$ cat config.mk
export PLATFORM = sky130hd
export DESIGN_NAME = spi_reg_ctrl_flat
export DESIGN_NICKNAME = d
export VERILOG_FILES = /design/src/rtl/spi_reg_ctrl_if.sv /design/src/rtl/spi_reg_ctrl.sv /design/src/flat_wrapper.sv
export SDC_FILE = /design/constraint.sdc
export NUM_CORES = 1
export LEC_CHECK = 0
export ABC_AREA = 1
export BUFFER_PORTS_ARGS = -buffer_cell sky130_fd_sc_hd__clkbuf_2
export CORE_ASPECT_RATIO = 1.5
export CORE_UTILIZATION = 55
export CTS_CLUSTER_SIZE = 28
export DETAILED_ROUTE_END_ITERATION = 8
export MAX_ROUTING_LAYER = met4
export PLACE_DENSITY = 0.94
export REMOVE_ABC_BUFFERS = 1
export SLEW_MARGIN = 20
export SYNTH_ARGS = -nofsm -noshare
export SYNTH_HDL_FRONTEND = slang
export SYNTH_SLANG_ARGS = --single-unit
export TNS_END_PERCENT = 5
$ cat constraint.sdc
create_clock -name clk -period 3.8 [get_ports clk]
set_input_delay 0.19 -clock clk [delete_from_list [all_inputs] [get_ports clk]]
set_output_delay 0.19 -clock clk [all_outputs]
set_load 0.01 [all_outputs]
$ cat src/rtl/spi_reg_ctrl_if.sv
// Byte-stream and register-bus signals between spi_slave, spi_reg_ctrl and the register bus.
interface spi_reg_ctrl_if #(parameter int ADDR_W = 7);
  logic [7:0]        cmd;
  logic              cmd_valid;
  logic [7:0]        response;
  logic              bus_req;
  logic              bus_we;
  logic [ADDR_W-1:0] bus_addr;
  logic [7:0]        bus_wdata;
  logic              bus_ack;
  logic [7:0]        bus_rdata;
  logic              busy;
  logic              err_timeout;
  logic              err_overrun;

  modport slave (
    input  cmd, cmd_valid, bus_ack, bus_rdata,
    output response, bus_req, bus_we, bus_addr, bus_wdata, busy, err_timeout, err_overrun
  );

  modport master (
    output cmd, cmd_valid, bus_ack, bus_rdata,
    input  response, bus_req, bus_we, bus_addr, bus_wdata, busy, err_timeout, err_overrun
  );
endinterface

$ cat src/rtl/spi_reg_ctrl.sv
// SPI command sequencer: one byte per frame into req/ack register reads/writes, with status, timeout, overrun.
// Optional macro SPI_REG_CTRL_WR_ECHO_EN: write completion loads ~wdata into response, write timeout loads ERR_BYTE.
module spi_reg_ctrl #(
  parameter int         ADDR_W      = 7,
  parameter int         ACK_TIMEOUT = 64,
  parameter logic [7:0] ERR_BYTE    = 8'hEE,
  parameter logic [6:0] STATUS_ADDR = 7'h7F
) (
  input logic             clk,
  input logic             rst,
  spi_reg_ctrl_if.slave   io
);
  localparam int CNT_W = $clog2(ACK_TIMEOUT);

  typedef enum logic [1:0] {IDLE, WAIT_DATA, BUS_WR, BUS_RD} state_t;

  state_t            state_q, state_d;
  logic [7:0]        response_q, response_d;
  logic              req_q, req_d;
  logic              we_q, we_d;
  logic [ADDR_W-1:0] addr_q, addr_d;
  logic [7:0]        wdata_q, wdata_d;
  logic [CNT_W-1:0]  cnt_q, cnt_d;
  logic              to_q, to_d;
  logic              ov_q, ov_d;
  logic              set_to, set_ov, clr_flags;
  logic [7:0]        wr_done_resp, wr_to_resp;

`ifdef SPI_REG_CTRL_WR_ECHO_EN
  assign wr_done_resp = ~wdata_q;
  assign wr_to_resp   = ERR_BYTE;
`else
  assign wr_done_resp = response_q;
  assign wr_to_resp   = response_q;
`endif

  always_comb begin
    state_d    = state_q;
    response_d = response_q;
    req_d      = req_q;
    we_d       = we_q;
    addr_d     = addr_q;
    wdata_d    = wdata_q;
    cnt_d      = cnt_q;
    set_to     = 1'b0;
    set_ov     = 1'b0;
    clr_flags  = 1'b0;
    case (state_q)
      IDLE: begin
        if (io.cmd_valid) begin
          if (io.cmd[7]) begin
            addr_d  = io.cmd[ADDR_W-1:0];
            state_d = WAIT_DATA;
          end else if (io.cmd[6:0] == STATUS_ADDR) begin
            response_d = {6'b0, ov_q, to_q};
            clr_flags  = 1'b1;
          end else begin
            addr_d  = io.cmd[ADDR_W-1:0];
            we_d    = 1'b0;
            req_d   = 1'b1;
            cnt_d   = '0;
            state_d = BUS_RD;
          end
        end
      end
      WAIT_DATA: begin
        // The byte after a write command is always data, even if it looks like a command.
        if (io.cmd_valid) begin
          if (addr_q == STATUS_ADDR) begin
            state_d = IDLE;
          end else begin
            wdata_d = io.cmd;
            we_d    = 1'b1;
            req_d   = 1'b1;
            cnt_d   = '0;
            state_d = BUS_WR;
          end
        end
      end
      BUS_WR, BUS_RD: begin
        set_ov = io.cmd_valid;
        if (io.bus_ack) begin
          req_d      = 1'b0;
          state_d    = IDLE;
          response_d = (state_q == BUS_RD) ? io.bus_rdata : wr_done_resp;
        end else if (cnt_q == CNT_W'(ACK_TIMEOUT - 1)) begin
          req_d      = 1'b0;
          set_to     = 1'b1;
          state_d    = IDLE;
          response_d = (state_q == BUS_RD) ? ERR_BYTE : wr_to_resp;
        end else begin
          cnt_d = cnt_q + 1'b1;
        end
      end
      default: state_d = IDLE;
    endcase
    // A set event in the same cycle as a status-read clear keeps the flag.
    to_d = set_to | (to_q & ~clr_flags);
    ov_d = set_ov | (ov_q & ~clr_flags);
  end

  always_ff @(posedge clk) begin
    if (rst) begin
      state_q    <= IDLE;
      response_q <= 8'h00;
      req_q      <= 1'b0;
      we_q       <= 1'b0;
      addr_q     <= '0;
      wdata_q    <= 8'h00;
      cnt_q      <= '0;
      to_q       <= 1'b0;
      ov_q       <= 1'b0;
    end else begin
      state_q    <= state_d;
      response_q <= response_d;
      req_q      <= req_d;
      we_q       <= we_d;
      addr_q     <= addr_d;
      wdata_q    <= wdata_d;
      cnt_q      <= cnt_d;
      to_q       <= to_d;
      ov_q       <= ov_d;
    end
  end

  assign io.response    = response_q;
  assign io.bus_req     = req_q;
  assign io.bus_we      = we_q;
  assign io.bus_addr    = addr_q;
  assign io.bus_wdata   = wdata_q;
  assign io.busy        = (state_q != IDLE);
  assign io.err_timeout = to_q;
  assign io.err_overrun = ov_q;
endmodule

$ cat src/flat_wrapper.sv
// flat-port wrapper written by rule: the top's interface ports become plain ports
module spi_reg_ctrl_flat 
#(
  parameter int         ADDR_W      = 7,
  parameter int         ACK_TIMEOUT = 64,
  parameter logic [7:0] ERR_BYTE    = 8'hEE,
  parameter logic [6:0] STATUS_ADDR = 7'h7F
)
  (clk, rst, io_cmd, io_cmd_valid, io_bus_ack, io_bus_rdata, io_response, io_bus_req, io_bus_we, io_bus_addr, io_bus_wdata, io_busy, io_err_timeout, io_err_overrun);
  spi_reg_ctrl_if #(.ADDR_W(ADDR_W)) io_i ();
  input logic clk;
  input logic rst;
  input wire logic [$bits(io_i.cmd)-1:0] io_cmd;
  input wire logic [$bits(io_i.cmd_valid)-1:0] io_cmd_valid;
  input wire logic [$bits(io_i.bus_ack)-1:0] io_bus_ack;
  input wire logic [$bits(io_i.bus_rdata)-1:0] io_bus_rdata;
  output wire logic [$bits(io_i.response)-1:0] io_response;
  output wire logic [$bits(io_i.bus_req)-1:0] io_bus_req;
  output wire logic [$bits(io_i.bus_we)-1:0] io_bus_we;
  output wire logic [$bits(io_i.bus_addr)-1:0] io_bus_addr;
  output wire logic [$bits(io_i.bus_wdata)-1:0] io_bus_wdata;
  output wire logic [$bits(io_i.busy)-1:0] io_busy;
  output wire logic [$bits(io_i.err_timeout)-1:0] io_err_timeout;
  output wire logic [$bits(io_i.err_overrun)-1:0] io_err_overrun;
  assign io_i.cmd = io_cmd;
  assign io_i.cmd_valid = io_cmd_valid;
  assign io_i.bus_ack = io_bus_ack;
  assign io_i.bus_rdata = io_bus_rdata;
  assign io_response = io_i.response;
  assign io_bus_req = io_i.bus_req;
  assign io_bus_we = io_i.bus_we;
  assign io_bus_addr = io_i.bus_addr;
  assign io_bus_wdata = io_i.bus_wdata;
  assign io_busy = io_i.busy;
  assign io_err_timeout = io_i.err_timeout;
  assign io_err_overrun = io_i.err_overrun;
  spi_reg_ctrl #(.ADDR_W(ADDR_W), .ACK_TIMEOUT(ACK_TIMEOUT), .ERR_BYTE(ERR_BYTE), .STATUS_ADDR(STATUS_ADDR)) u_core (.clk(clk), .rst(rst), .io(io_i));
endmodule
Word-level counts from Yosys, hierarchy flattened
Cells that the tools add are included.
{ "totals": {"reg_bits": 35, "latchBits": 0, "ram_bits": 0, "rom_bits": 0, "inputBits": 20, "output_inout_bits": 28, "elab_cells": 92, "n_memories": 0} }
{ "classes": {"addsub": 1, "n_mul": 0, "n_div": 0, "magnitude_cmp": 0, "n_eq_ne": 18, "shifts": 0, "muxes": 46, "bitwise_logic": 6, "reduce_logical": 12} }
{ "op_table": {"columns": ["op", "n"], "rows": [
  ["8-bit 2-to-1 mux", 7],
  ["6-bit 2-to-1 mux", 7],
  ["1-bit 2-to-1 mux", 18],
  ["6-bit one-hot mux with 3 select lines", 1],
  ["6-bit AND reduction", 3],
  ["2-bit != test, second input constant", 8],
  ["8-bit one-hot mux with 2 select lines", 1],
  ["7-bit equality test, second input constant", 2],
  ["2-bit 2-to-1 mux", 7],
  ["7-bit 2-to-1 mux", 2],
  ["7-bit AND reduction", 1],
  ["6-bit by 1-bit adder with 6-bit output, second input constant", 1],
  ["6-bit equality test, second input constant", 1],
  ["2-bit one-hot mux with 3 select lines", 1],
  ["3-bit AND reduction", 2],
  ["2-bit nonzero test", 3],
  ["2-bit equality test, second input constant", 2],
  ["2-bit by 1-bit != test with 1-bit output, second input constant", 2],
  ["4-bit AND reduction", 1],
  ["3-bit by 2-bit != test with 1-bit output, second input constant", 1],
  ["3-bit != test, second input constant", 1],
  ["1-bit one-hot mux with 3 select lines", 1],
  ["1-bit AND", 2],
  ["2-bit by 1-bit equality test with 1-bit output, second input constant", 1],
  ["other kinds (5)", 7]
]} }

Depth between registers and ports, before layout
Gate-level depths: netlist of run 1.
{ "logic_depth": {"word_depth": 8, "mapped_depth": 10, "depth_no_buf": 9} }

Worst setup path after synthesis of run 1
Ideal clock, no wire load.
{ "synth_path": {"path_kind": "reg-to-reg", "start": "register u_core.cnt_q[0]", "end": "register u_core.response_q[0] (netlist: u_core.io.response[0])", "setup_ns": 0.113, "arrival_ns": 1.287, "t_required_ns": 3.687, "path_slack_ns": 2.400, "stages_incl_launch_ff": 10, "path_buffers": 1, "synth_period_minus_slack_ns": 1.400, "cell_sequence": "dfxtp_1 ha_1 nand3_2 nor2_4 nor2_2 nor2_2 nand2_2 buf_6 o21ai_2 nor2_1"} }
{ "synth_between": {"elab_chain_cells": 3} }
{ "synth_lines": {"columns": ["element", "line", "rtl"], "rows": [
  ["from (decl)", "spi_reg_ctrl.sv:23", "logic [CNT_W-1:0] cnt_q, cnt_d;"],
  ["from (signal assigned)", "spi_reg_ctrl.sv:120", "cnt_q <= cnt_d;"],
  ["6-bit equality test", "spi_reg_ctrl.sv:86", "end else if (cnt_q == CNT_W'(ACK_TIMEOUT - 1)) begin"],
  ["3-bit by 2-bit != test with 1-bit output (no source line)", null, null],
  ["6-bit AND reduction (no source line)", null, null],
  ["to (signal assigned)", "spi_reg_ctrl.sv:115", "response_q <= response_d;"],
  ["to (decl)", "spi_reg_ctrl.sv:18", "logic [7:0] response_q, response_d;"]
]} }
No other way between the ends.
A chain may end at the register's enable or synchronous reset.

Worst setup path after layout of run 1
{ "layout_path": {"start": "register u_core.state_q[1]", "end": "register u_core.response_q[7] (netlist: u_core.io.response[7])"} }
{ "layout_between": {"elab_chain_cells": 4, "word_cells_on_any_way": 12, "classes_between": "eq/ne (7); mux (1); reduce/logical (4)"} }
{ "layout_lines": {"columns": ["element", "line", "rtl"], "rows": [
  ["from (decl)", "spi_reg_ctrl.sv:17", "state_t state_q, state_d;"],
  ["from (signal assigned)", "spi_reg_ctrl.sv:114", "state_q <= state_d;"],
  ["2-bit equality test (on tied branches)", "spi_reg_ctrl.sv:48, spi_reg_ctrl.sv:85, spi_reg_ctrl.sv:90", null],
  ["2-bit OR reduction", "spi_reg_ctrl.sv:48", "case (state_q)"],
  ["3-bit by 2-bit != test with 1-bit output (no source line) (tied with other cells)", null, null],
  ["6-bit AND reduction (no source line)", null, null]
]} }
Several ways; a longest one is shown, not always the timed one.

==> results.md, run 1 <==
- CTS H-Tree Depth: 2
- Slowest cell on crit path: dfxtp_1
- Skew final: roughly 0.0044 ns
- Crit path cell chain: nand2_1, nor2_2, nor2_2, nand2_2, clkinv_1, nor2_1, nor2_1
- CP bufs+invs: 1
- Switching power: 0.383 mW
- Req. time, crit path: 3.99 ns
- Initial DRC count: 67
- Die Height: slightly above 70 um
- Vias: 1739
- # hold bufs at CTS: 0
- Cell count after synthesis: 247
- Hold Crit Depth: 3
- Count leader, synth: nand2_1
- Share of layout cells above drive strength 1: 29.1%
- Fillers: 266
- Combinational cell fraction of total power: between 30% and 40%
- RSZ-0062 raised after global routing: no
- Die footprint: 3390 um2
- N_diodes: 0
- Peak supply drop: a little over 0.0004 V
- Cell-internal power: 0.660 mW
- Worst-Skew Late Latency: 0.29 ns
- GRT Overall Usage: 27.7%
- RePlAce Congestion: 0.897
- R2r endpoint: u_core.io.response[7]$_SDFFE_PP0P_
- Share of the synthesized area in the top cell type: 40.4%
- # clock sinks: 35
- Die W: 47.8 um
- DP Wirelength: 3080 um
- Final hold viol count: 0
- Sw Ratio: between 30% and 40%
- Worst-margin pin slew: 0.757 ns
- Area delta synth->final: 18.8%
- Final setup fails: 0
- Wire per inst: 12.1 um
- Core area: 2940 um2
- R2R Path Start: u_core.state_q[1]$_SDFFE_PP0P_
- Warnings, synthesis: 0
- CP delay by family, top: simple AND/OR/NAND/NOR gates
- # nets final: 316
- R2r setup slk: around 2 ns
- Synth async-reset ratio: 0%
- Yosys reg bits: 35
- Max clock buf depth: 2
- Total gr overflow: 0
- Sequential share of the synthesized area: 40.4%
- Dominant cells by area after synthesis: dfxtp_1 40%, nand2_1 9.3%, nor2_1 8.9%
- Via density per instance: 5.19
- Pwr/cell area: 506 nW/um2
- Clock share of power: about a quarter
- Footprint of the multi-input gates: 890 um2
- Maxcap violations: 0
- WHS: 0.173 ns
- Type of origin of the critical path: flop
- Vias in the first global route: 1671
- Cts bufs inserted: 5
- Largest net degree at the start of global routing: 23
- Pins Over Slew Limit: 0
- Hold path start: io_cmd[1]
- Post-synth top flop: dfxtp_1
- Static Leakage: 0.919 nW
- ANT nets after route: 0
- WS Path Type: flop to flop
- Commonest cells in the netlist: 43 x nand2_1, 41 x nor2_1, 35 x dfxtp_1, 23 x a21oi_1, 22 x inv_1
- Status: complete, no violations
- Netlist cell types: 27
- Worst hold path type: input pin to flop
- Slowest Stage Delay on Critical Path: around 0.67 ns
- Initial antenna violation count: 0
- IO Count: 48
- Worst-path clk slew: 0.07 ns
- Row Count: 24
- Fin Setup TNS: 0 ns
- Port Buffers: 47
- Endpoint class of the critical path: flop
- DRT Pass-1 Iters: 5
- Post-Route WL: between 4000 and 5000 um
- Max Fclk: 0.554 GHz
- Mapped cell area: roughly 1700 um2
- Overall Power: approximately 1.0 mW
- Seq pwr share: roughly 45%
- Syn Area/Cell: 7.02 um2
- CTS resizes: 0
- TritonCTS clock tree: done
- Minimum clock period: 1.81 ns
- Final period utilization: a little under half
- Initial core utilization: 58.9%
- Clk root buf: clkbuf_8
- Cell taking the most area after synthesis: dfxtp_1
- Relative slew slack: 49.5%
- WHS Endpoint: u_core.io.bus_addr[1]$_SDFFE_PP0P_
- Remaining DRCs: 0
- Path depth of the worst reg2reg path: 7
- First-pass GRT wire length: 6600 um
- FF/Latch Area: 701 um2
- Number of post-CTS setup repair buffers: 0
- CP Data Arrival Time: ~2.0 ns
- CP max FO: 15
- Post-synth EDFFs: 0
-- placed cells by master, fill, tap and decap left out, types with 2 or more instances in the layout --
cell type and count:
nor2_1 41, nand2_2 5, a21oi_1 23, o21ai_0 8
nand4_1 5, dfxtp_1 35, nor2_2 10, o21ai_1 8
nand3_2 2, nand3_1 18, clkbuf_2 47, inv_2 4
nor2_4 3, o21ai_2 6, nand2_1 43, clkbuf_8 5
inv_1 22
-- worst reg2reg max path: cells and delay by family, from the launching register on --
| family | cells | cell delay, ns |
|---|---|---|
| buffers and inverters | 1 | 0.23 |
| flip-flops | 1 | 0.67 |
| AND/OR/NAND/NOR | 6 | 0.82 |
-- cell families after synthesis --
family	count (synthesis)	synth area share [%]
flops	35	40.4
simple gates	129	34.3
buf+inv	33	8.30
compound gates	48	15.7
fa+ha+maj	1	0.721
xor+xnor	1	0.505
-- power groups by stage --
stage / Clock [mW] / Sequential, mW / Combinational, mW
after CTS: 0.265 / 0.464 / 0.316
after global placement: 0 / 0.469 / 0.303
final: 0.264 / 0.464 / 0.315
after global routing: 0.285 / 0.473 / 0.358
after floorplan: 0 / 0.482 / 0.199
after detailed placement: 0 / 0.471 / 0.314
-- layer usage --
layer	GRT usage (%)	wire length [um]	vias up	share of wire, %
met2	45.0	2190	67	54
met4	18.8	148	0	3.7
met5	-	0	-	0
met3	7.91	246	16	6.1
li1	-	-	894	-
met1	26.2	1470	762	36
-- per-stage QoR --
step | utilization [%] | worst slack (ns) | area [um2] | instances
floorplan | - | 2.21 | 1690 | 241
global placement | 67.1 | 2.05 | 1980 | 327
detailed placement | 67.1 | 2.01 | 1980 | 327
CTS | 70.0 | 1.98 | 2060 | 335
global route | 70.0 | 1.79 | 2060 | 335
finish | 70.0 | 1.99 | 2060 | 335
-- state kept, by name (all words and copies together) (netlist names) --
| register | flops |
|---|---|
| u_core.io.bus_addr | 7 |
| u_core.io.err_timeout | 1 |
| u_core.io.bus_wdata | 8 |
| u_core.cnt_q | 6 |
| u_core.io.response | 8 |
| u_core.io.bus_req | 1 |
| u_core.io.bus_we | 1 |
| u_core.io.err_overrun | 1 |
| u_core.state_q | 2 |
-- cell type report --
| class | instances | area share, % |
|---|---|---|
| Timing Repair Buffer | 47 | 11.4 |
| Multi-Input combinational cell | 179 | 43.2 |
| Sequential cell | 35 | 34.0 |
| Tap cell | 39 | 2.37 |
| Inverter | 27 | 4.92 |
| Clock buffer | 6 | 3.52 |
| Clock inverter | 2 | 0.607 |
-- worst max path at each step --
stage | startpoint | to | cells past startpoint
6_report | u_core.state_q[1]$_SDFFE_PP0P_ | u_core.io.response[7]$_SDFFE_PP0P_ | 7
5_1_grt | u_core.state_q[1]$_SDFFE_PP0P_ | u_core.io.response[5]$_SDFFE_PP0P_ | 7
4_1_cts | u_core.state_q[1]$_SDFFE_PP0P_ | u_core.io.response[7]$_SDFFE_PP0P_ | 7
3_5_place_dp | u_core.state_q[1]$_SDFFE_PP0P_ | u_core.io.response[7]$_SDFFE_PP0P_ | 7
3_3_place_gp | u_core.state_q[1]$_SDFFE_PP0P_ | u_core.io.response[6]$_SDFFE_PP0P_ | 7
2_1_floorplan | u_core.state_q[1]$_SDFFE_PP0P_ | u_core.io.response[0]$_SDFFE_PP0P_ | 7
Power figures use the tool's default switching activity.
==> inputs of run 2 (changes only) <==
--- a/config.mk
+++ b/config.mk
@@ -5,14 +5,14 @@
 export SDC_FILE = /design/constraint.sdc
 export NUM_CORES = 1
 export LEC_CHECK = 0
-export ABC_AREA = 1
+export ABC_AREA = 0
 export BUFFER_PORTS_ARGS = -buffer_cell sky130_fd_sc_hd__clkbuf_2
 export CORE_ASPECT_RATIO = 1.5
-export CORE_UTILIZATION = 55
+export CORE_UTILIZATION = 46
 export CTS_CLUSTER_SIZE = 28
 export DETAILED_ROUTE_END_ITERATION = 8
 export MAX_ROUTING_LAYER = met4
-export PLACE_DENSITY = 0.94
+export PLACE_DENSITY = 0.86
 export REMOVE_ABC_BUFFERS = 1
 export SLEW_MARGIN = 20
 export SYNTH_ARGS = -nofsm -noshare
==> constraint.sdc (replaced) <==
create_clock -name clk -period 1.55 [get_ports clk]
set_input_delay 0.0775 -clock clk [delete_from_list [all_inputs] [get_ports clk]]
set_output_delay 0.0775 -clock clk [all_outputs]
set_load 0.01 [all_outputs]
==> run 2 against run 1 <==
Effect of this change:
- non-clock buffer count up 30
- cell area is 11% higher
- flip-flop and latch count unchanged
- global-route usage decreased by 2.9 points
- clock skew increased by 0.0018 ns
- core utilization is 4.1 points lower
- critical path type unchanged
- largest cell class unchanged
- largest power group unchanged
- highest routed layer unchanged
==> results.md, run 2 <==
- First-pass GRT wire length: 7220 um
- Wire per inst: 14.5 um
- Seq pwr share: 47.6%
- CP delay by family, top: compound AO/OA/AOI/OAI gates
- Die Height: 77.0 um
- Synth Area in Adders: 0.726%
- Area post-placement: 2190 um2
- Share of layout cells above drive strength 1: between 30% and 40%
- Number of post-CTS setup repair buffers: 0
- Warnings, synthesis: 0
- # nets final: between 200 and 300
- Final hold viol count: 0
- Type of origin of the critical path: flop
- CTS H-Tree Depth: 2
- Syn Area/Cell: 9.31 um2
- Slowest Stage Delay on Critical Path: 0.38 ns
- Relative slew slack: around 64%
- CP bufs+invs: 1
- WS Path Type: flop to flop
- Netlist cell types: 46
- Initial core utilization: 49.5%
- Row Count: 26
- Synth Area in Compound Gates: 19.3%
- Slowest cell on crit path: o41ai_2
- CP max FO: 3
- Non-filler cells, final: 303
- Worst-Skew Late Latency: 0.29 ns
- RSZ-0062 raised after global routing: yes
- Largest net degree at the start of global routing: 30
- DP Wirelength: between 3000 and 4000 um
- Dominant cells by area after synthesis: dfxtp_1 41%, mux2i_1 13%, nor2_1 5.0%
- Skew final: 0.00618 ns
- Vias in the first global route: around 1700
- Switching power: 0.586 mW
- CP Data Arrival Time: roughly 1.7 ns
- Area delta synth->final: 33.3%
- Static Leakage: 1.12 nW
- Cell taking the most area after synthesis: dfxtp_1
- Crit path cell chain: nand4_1, o41ai_2, a221oi_1, buf_4, o32ai_1
- Commonest non-fill, non-tap cell in the layout: clkbuf_2
- Maxcap violations: 0
- Largest family of logic cells by synthesized area: simple AND/OR/NAND/NOR gates
- Worst-path clk slew: 0.07 ns
- Vias: 1660
- N_diodes: 0
- Max clock buf depth: 2
- Post-synth EDFFs: 0
- Count leader, synth: dfxtp_1
- Fin area: about 2300 um2
- GRT Overall Usage: 24.8%
- Mux share of post-synthesis cell area: 13.7%
- Synth async-reset ratio: 0%
- Initial antenna violation count: 0
- Clock share of power: 31.5%
- Cell-internal power: roughly 1.5 mW
- Req. time, crit path: 1.73 ns
- DP Worst Slack: -0.0521 ns
- DRT Pass-1 Iters: 4
- Simple-gate share of the synthesized area: 20.0%
- Worst hold path type: input pin to flop
- Remaining DRCs: 0
- Fin worst setup slack: 0.0133 ns
- Post-synth top flop: dfxtp_1
- RePlAce Congestion: slightly below 1
- Yosys reg bits: 35
- Core area: about 3500 um2
- Peak supply drop: 0.000789 V
- Cts bufs inserted: 5
- TritonCTS clock tree: done
- IO Count: 48
- # clock sinks: 35
- Post-Route WL: about 4400 um
- Via density per instance: 5.48
- Cell count after synthesis: 185
- Endpoint class of the critical path: flop
- Final setup fails: 0
- XOR/XNOR Fraction of Synth Area: 0.508%
- Max Fclk: 0.651 GHz
- Sw Ratio: 28.6%
- Status: complete, no violations
- Mapped cell area: 1720 um2
- Die W: 52.0 um
- Commonest cells in the netlist: 35 x dfxtp_1, 23 x nor2_1, 22 x mux2i_1, 19 x nand2_1, 8 x inv_1
- Clk root buf: clkbuf_8
- Pins Over Slew Limit: 0
- ANT nets after route: 0
- Inst Count DP: 295
- Port Buffers: 47
- Pwr/cell area: 891 nW/um2
- Minimum clock period: between 1.5 and 2 ns
- Total gr overflow: 0
- Share of the synthesized area in the top cell type: between 40% and 50%
- Most frequent cells in the layout: 47 x clkbuf_2, 32 x dfxtp_1, 29 x buf_4, 23 x nor2_1, 22 x mux2i_1
- Worst-margin pin slew: 0.533 ns
- Combinational cell fraction of total power: 20.8%
- Sequential share of the synthesized area: between 40% and 50%
- Die footprint: 4000 um2
- Initial DRC count: 31
- Final period utilization: 99.1%
==> run 2: changes by cell type in the layout (fill, tap and decap cells not counted), sizes merged, moves of 17 or more <==
cell   previous run  this run
buf               0        30
mux2i             0        22
o21ai            22         3
nor2             54        23
inv              26         9
a21oi            24         7
nand2            48        19
==> run 2: layer usage <==
layer | global-route usage (%) | up-vias | part of all wire (%)
li1 | - | 823 | -
met2 | 40.3 | 56 | 53
met3 | 5.56 | 17 | 4.2
met4 | 16.8 | 0 | 3.8
met5 | - | - | 0
met1 | 25.6 | 764 | 39
==> run 2: tightest hold or removal path, delay by kind of cell <==
kind,cells,cell delay (ns)
AND/OR/NAND/NOR,1,0.08
multiplexers,1,0.06
buffers and inverters,1,0.08
==> run 2: final cells by class <==
class	instances	area, um2
fill	298	1180
clock inverter	1	5.00
timing repair buffer	77	464
multi-input combinational	131	956
inverter	10	37.5
tap	42	52.6
clock buffer	7	76.3
sequential	35	704
==> run 2: power groups by stage <==
stage / Combinational [mW] / Sequential [mW] / Clock (mW)
2_1_floorplan: 0.182 / 1.02 / 0
4_1_cts: 0.424 / 0.974 / 0.653
6_report: 0.426 / 0.975 / 0.645
5_1_grt: 0.464 / 0.980 / 0.704
3_3_place_gp: 0.413 / 0.991 / 0
3_5_place_dp: 0.420 / 0.993 / 0
==> run 2: cell families after synthesis <==
group                    Yosys count
AO/OA/AOI/OAI                     40
XOR/XNOR                           1
flip-flops                        35
adder cells (fa/ha/maj)            1
AND/OR/NAND/NOR                   66
buffers and inverters             19
multiplexers                      23
==> run 2: what timing repair did <==
item / CTS / global route
hold buffers: 0 / 0
resized for setup: 4 / 6
pin swaps: 3 / 0
endpoints found under the setup margin: 10 / 11
endpoints found under the hold margin: 0 / 0
==> run 2: worst paths after layout <==
path | startpoint | to | slack (ns) | cells after the start
worst min-delay path | io_bus_rdata[4] | u_core.io.response[4]$_SDFFE_PP0P_ | 0.04 | 3
worst max-delay path | u_core.io.bus_addr[3]$_SDFFE_PP0P_ | u_core.cnt_q[1]$_SDFFE_PP0P_ | 0.01 | 5
worst min register to register | u_core.io.response[4]$_SDFFE_PP0P_ | u_core.io.response[4]$_SDFFE_PP0P_ | 0.46 | 2
worst max register to register | u_core.io.bus_addr[3]$_SDFFE_PP0P_ | u_core.cnt_q[1]$_SDFFE_PP0P_ | 0.01 | 5
==> run 2: metrics by stage <==
stage	utilization (%)	hold WS (ns)	total power [mW]	TNS, ns
detailed placement	62.8	0.355	1.41	-0.349
CTS	65.4	0.0417	2.05	0
finish	66.0	0.0440	2.05	0
global route	66.0	0.0578	2.15	-0.0713
floorplan	-	0.147	1.20	-1.58
global placement	62.8	0.344	1.40	-0.00293
